`config.mk`:
```
export PLATFORM = sky130hd
export DESIGN_NAME = pipelined_csa_unit
export DESIGN_NICKNAME = d
export VERILOG_FILES = /design/src/rtl/csa_pkg.sv /design/src/rtl/csa_slice.sv /design/src/rtl/pipelined_csa_unit.sv
export SDC_FILE = /design/constraint.sdc
export NUM_CORES = 1
export LEC_CHECK = 0
export ABC_AREA = 1
export CAP_MARGIN = 20
export CORE_ASPECT_RATIO = 0.5
export CORE_MARGIN = 1.5
export CORE_UTILIZATION = 45
export CTS_CLUSTER_DIAMETER = 200
export DETAILED_ROUTE_END_ITERATION = 7
export PLACE_DENSITY = 0.76
export SLEW_MARGIN = 0
export SYNTH_ARGS = -nofsm -noshare
export SYNTH_HDL_FRONTEND = slang
export SYNTH_SLANG_ARGS = --single-unit
```
`constraint.sdc`:
```
create_clock -name Clk -period 4 [get_ports Clk]
set_clock_uncertainty 0.1 [all_clocks]
set_input_delay 0.8 -clock Clk [delete_from_list [all_inputs] [get_ports Clk]]
set_output_delay 0.8 -clock Clk [all_outputs]
set_load 0.02 [all_outputs]
```
`src/rtl/csa_pkg.sv`:
```
// rtl/csa_pkg.sv - shared sizing helpers and stage control record for the pipelined carry-select unit
package csa_pkg;

  function automatic int nblk(input int width, input int block);
    return width / block;
  endfunction

  function automatic int lat(input int width, input int block, input int bps);
    return (width / block) / bps;
  endfunction

  // Width-independent part of a stage record; data fields are added by the top.
  typedef struct packed {
    logic valid;
    logic carry;
    logic c_msb;
    logic sub;
  } stage_ctl_t;

endpackage

```
`src/rtl/csa_slice.sv`:
```
// rtl/csa_slice.sv - one carry-select slice: two ripple adders plus a carry-driven select
module csa_slice #(
  parameter int BLOCK = 4
) (
  input  logic [BLOCK-1:0] a,
  input  logic [BLOCK-1:0] b,
  input  logic             cin,
  output logic [BLOCK-1:0] s,
  output logic             cout,
  output logic             c_msb_in
);

  logic [BLOCK:0]   c0;
  logic [BLOCK:0]   c1;
  logic [BLOCK-1:0] s0;
  logic [BLOCK-1:0] s1;

  always_comb begin
    c0    = '0;
    c1    = '0;
    c1[0] = 1'b1;
    s0    = '0;
    s1    = '0;
    for (int i = 0; i < BLOCK; i++) begin
      s0[i]   = a[i] ^ b[i] ^ c0[i];
      c0[i+1] = (a[i] & b[i]) | (c0[i] & (a[i] ^ b[i]));
      s1[i]   = a[i] ^ b[i] ^ c1[i];
      c1[i+1] = (a[i] & b[i]) | (c1[i] & (a[i] ^ b[i]));
    end
  end

  // The incoming carry only drives mux selects, so the inter-slice path is mux-to-mux.
  assign s        = cin ? s1 : s0;
  assign cout     = cin ? c1[BLOCK] : c0[BLOCK];
  assign c_msb_in = cin ? c1[BLOCK-1] : c0[BLOCK-1];

endmodule

```
`src/rtl/pipelined_csa_unit.sv`:
```
// rtl/pipelined_csa_unit.sv - pipelined carry-select adder/subtractor with valid/ready backpressure
module pipelined_csa_unit
  import csa_pkg::*;
#(
  parameter int WIDTH = 16,
  parameter int BLOCK = 4,
  parameter int BPS   = 2
) (
  input  logic             Clk,
  input  logic             Rst_n,
  input  logic             In_valid,
  output logic             In_ready,
  input  logic [WIDTH-1:0] A,
  input  logic [WIDTH-1:0] B,
  input  logic             Cin,
  input  logic             Sub,
  output logic             Out_valid,
  input  logic             Out_ready,
  output logic [WIDTH-1:0] Sum,
  output logic             Cout,
  output logic             Ovf
);

  localparam int NBLK = nblk(WIDTH, BLOCK);
  localparam int LAT  = lat(WIDTH, BLOCK, BPS);
  localparam int SW   = BPS * BLOCK;

  if (WIDTH % BLOCK != 0) begin : g_bad_width
    $error("pipelined_csa_unit: WIDTH must be a multiple of BLOCK");
  end
  if (NBLK % BPS != 0) begin : g_bad_bps
    $error("pipelined_csa_unit: WIDTH/BLOCK must be a multiple of BPS");
  end

  typedef struct packed {
    stage_ctl_t       ctl;
    logic [WIDTH-1:0] sum;
    logic [WIDTH-1:0] a_rem;
    logic [WIDTH-1:0] b_rem;
  } stage_t;

  stage_t           stg [LAT];
  stage_t           src [LAT];
  stage_t           nxt [LAT];
  logic [WIDTH-1:0] slice_sum;
  logic             slice_cout [NBLK];
  logic             slice_cmsb [NBLK];
  logic             stall;

  assign stall    = Out_valid && !Out_ready;
  assign In_ready = !stall;

  // B is inverted and the carry forced high at entry, so subtract needs no extra logic downstream.
  assign src[0] = {In_valid, (Sub ? 1'b1 : Cin), 1'b0, Sub, {WIDTH{1'b0}}, A, (Sub ? ~B : B)};

  for (genvar s = 0; s < LAT; s++) begin : g_stage
    localparam int LAST = (s + 1) * BPS - 1;
    localparam logic [WIDTH-1:0] MASK = ({WIDTH{1'b1}} >> (WIDTH - SW)) << (s * SW);

    if (s > 0) begin : g_src
      assign src[s] = stg[s-1];
    end

    for (genvar j = 0; j < BPS; j++) begin : g_slice
      localparam int G = s * BPS + j;
      logic cin;

      if (j == 0) begin : g_cin_reg
        assign cin = src[s].ctl.carry;
      end else begin : g_cin_chain
        assign cin = slice_cout[G-1];
      end

      csa_slice #(.BLOCK(BLOCK)) u_slice (
        .a        (src[s].a_rem[G*BLOCK +: BLOCK]),
        .b        (src[s].b_rem[G*BLOCK +: BLOCK]),
        .cin      (cin),
        .s        (slice_sum[G*BLOCK +: BLOCK]),
        .cout     (slice_cout[G]),
        .c_msb_in (slice_cmsb[G])
      );
    end

    assign nxt[s] = {src[s].ctl.valid, slice_cout[LAST], slice_cmsb[LAST], src[s].ctl.sub,
                     (src[s].sum & ~MASK) | (slice_sum & MASK), src[s].a_rem, src[s].b_rem};
  end

  // Bubbles advance with full beats; the only hold condition is a stalled output.
  always_ff @(posedge Clk or negedge Rst_n) begin
    if (!Rst_n) begin
      for (int k = 0; k < LAT; k++) stg[k] <= '0;
    end else if (!stall) begin
      for (int k = 0; k < LAT; k++) stg[k] <= nxt[k];
    end
  end

  assign Out_valid = stg[LAT-1].ctl.valid;
  assign Sum       = stg[LAT-1].sum;
  assign Cout      = stg[LAT-1].ctl.carry;
  assign Ovf       = stg[LAT-1].ctl.carry ^ stg[LAT-1].ctl.c_msb;

endmodule

```
==> impl_metrics.yaml <==
outcome:
  status: "complete, no violations"
route:
  dr_total_vias: 1825
  drt_iter0_drc: 32
  wl_um: 4690
  drc: 0
  wire_per_inst_um: 11.6
  postRouteAntennaNets: 0
  firstDrtPassIters: 4
  vias_per_cell: 4.50
place:
  place_area_um2: 3010
  port_buffers: 57
  hpwl_um: 3400
  place_congestion: 0.791
  dp_slack_ns: -0.576
  dp_cells: 395
final_layout:
  fillCellCount: 488
  multi_input_area_um2: 1100
  fin_util: 0.586
  diodes: 0
  fin_area_um2: 3190
  nNetsFinal: 390
  drive_above_1_share: 0.123
  instances_no_fill: 406
  area_growth_pct: 26.5
  ff_latch_area_um2: 1130
setup_path:
  rr_worst_depth: 15
  cpMostUsedCell: "fa_2"
  path_delay_family: "adder cells"
  path_cells: "clkdlybuf4s50_1, inv_1, nand2_1, nand2_1, o21ai_2, fa_2, inv_2, fa_2, inv_2, fa_2, nor2_2, a21oi_2, fa_2, fa_2, inv_2, fa_1, nand2_1, nand2_1"
  regToRegSetupSlack_ns: 0.17
  crit_buf_inv: 5
  cp_max_fo: 3
  timing.rr.end: "Sum[15]"
  crit_type: "input pin to flop"
  slowest_delay_ns: 0.42
  endpoint_kind: "flop"
  required_ns: 4.09
  r2r_start: "nxt[8]"
  crit_slowest_cell: "clkdlybuf4s50_1"
  cp.arrival_ns: 3.94
  cp-start-kind: "input pin"
sta:
  fmax_mhz: 260
  setup_viol: 0
  grt_setup_unrepaired: "false"
  hold_viol: 0
  period_share: 0.961
  fin_ws_ns: 0.155
  max_slew_margin: 0.694
  worstMarginPinSlew_ns: 0.458
  hold_slack_ns: 0.196
  maxSlewViolCount: 0
  fin_crit_ns: 3.85
power:
  p_switching_uw: 532
  p_int_uw: 1020
  combPwrFrac: 0.384
  power_density_nw_per_um2: 486
  clkPwrFrac: 0.198
  seqPwrFrac: 0.418
  p_leak_uw: 0.00159
  switching_share: 0.343
  peakVddDrop_v: 0.000226
clocking:
  clk_pin_slew_ns: 0.09
  cts_sinks: 45
  cts_buffers: 5
  cts-htree-levels: 2
  cts_root_buf: "clkbuf_8"
  cts_tree: "built"
  clk_latency_ns: 0.29
  cts_hold_buffers: 0
  cts_max_path_buffers: 2
synthesis:
  synth_area_leaders: "dfrtp_1 (45%), nand2_1 (17%), fa_1 (9.5%), buf_4 (5.7%), inv_1 (4.5%)"
  synth_top_area_share: 0.447
  synthCells: 286
  synth_edf_count: 0
  syn-num-nets: 344
  syn_avg_cell_area_um2: 8.82
  synthArstFlopShare: 1.00
  yosys_warnings: 0
  synth_seq_cells: 45
  synth_flop_cell: "dfrtp_1"
  yosysTopAreaCell: "dfrtp_1"
  yosysMostFrequentCell: "nand2_1"
  ys_top_cells_by_count: "nand2_1 (115), dfrtp_1 (45), inv_1 (30), buf_4 (19), o21ai_0 (14)"
  synthDistinctLibCells: 20
  synth_area_um2: 2520
  synth_seq_area_share: 0.447
grt:
  grt_pass1_vias: 1711
  grt_max_degree: 49
  grt_pass1_wl_um: 7760
  overflow: 0
  antenna_found_initial: 0
  grt.total_usage: 0.167
die:
  start_util: 0.463
  core_area_um2: 5440
  rows: 19
  die-height_um: 55.9
  chipWidth_um: 109
  pin_count: 58
  die_area_um2: 6090
run:
  maxCapViolations: 0
hold_path:
  hp-class: "input pin to async pin"
cell type report:
cell class              instances  area share
clock buffers                   7      0.0302
multi-input cells             183       0.346
inverters                      31      0.0373
repair buffers                 66       0.203
well taps                      73      0.0286
flip-flops and latches         45       0.353
clock inverters                 1     0.00157
repair_timing:
| action | in CTS | in global routing |
|---|---|---|
| resized for setup | 17 | 7 |
| endpoints found under the setup margin | 4 | 3 |
| setup buffers | 2 | 0 |
| pin swaps | 6 | 4 |
cells in the final DEF (no fill, tap or decap), drive strengths merged:
cell and count:
clkbuf 7, ha 8, dfrtp 45, xnor2 7, clkinv 1, clkdlybuf4s50 53
inv 31, buf 10, xor2 3, fa 12, or2 7, clkdlybuf4s15 1
nand2 116, nor2 2, dlygate4sd2 2, nand3 8, a21oi 1, o21ai 19
worst max-delay path by stage:
stage / startpoint / endpoint / slack [ns] / cells after the start
floorplan: Sub / src[39] / 0.03 / 18
finish: Cin / src[39] / 0.15 / 18
global placement: Sub / src[39] / -0.50 / 18
CTS: B[0] / src[39] / 0.001 / 18
global route: nxt[8] / Sum[15] / 0.006 / 15
detailed placement: Sub / src[39] / -0.58 / 18
worst reg2reg max path: stages, from the launching register on:
cell and delay [ns]:
dfrtp_1 0.39, ha_1 0.19, nand2_1 0.06, o21ai_1 0.13, fa_2 0.43, fa_2 0.40, fa_2 0.41, inv_1 0.08
o21ai_1 0.09, fa_1 0.43, inv_1 0.09, fa_2 0.23, inv_1 0.06, fa_1 0.54, nand2_1 0.05, nand2_1 0.09
routing by layer:
layer / global-route usage / part of all wire / up-vias
met5: 0 / 0 / -
met4: 0.0508 / 0.0085 / 0
met3: 0.0328 / 0.044 / 5
met2: 0.255 / 0.46 / 35
met1: 0.243 / 0.48 / 852
li1: - / - / 933
sequential cells by signal (all words and copies together) (netlist names):
| register | cells |
|---|---|
| Cout | 1 |
| Sum | 16 |
| nxt | 17 |
| stg | 1 |
| g_stage.g_slice.cin | 1 |
| Out_valid | 1 |
| src | 8 |
power by group through the flow:
stage                     Combinational [uW]  Clock [uW]  Sequential (uW)
after floorplan                          426           0              642
after global placement                   570           0              650
after detailed placement                 583           0              657
after CTS                                595         314              649
after global routing                     659         338              663
final                                    595         307              648
through the flow:
stage / total power, uW / setup TNS [ns]
after floorplan: 1070 / 0
final: 1550 / 0
after CTS: 1560 / 0
after global routing: 1660 / 0
after global placement: 1220 / -0.931
after detailed placement: 1240 / -1.19
kinds of logic (layout without fill, tap and decap cells):
kind of cell    after synthesis  count (layout)  synth area share
flops                        45              45             0.447
compound gates               20              20            0.0397
fa+ha+maj                    20              20             0.135
simple gates                133             133             0.212
buf+inv                      58             105             0.132
xor+xnor                     10              10            0.0347
Note: power is estimated with default switching activity, not from simulation.
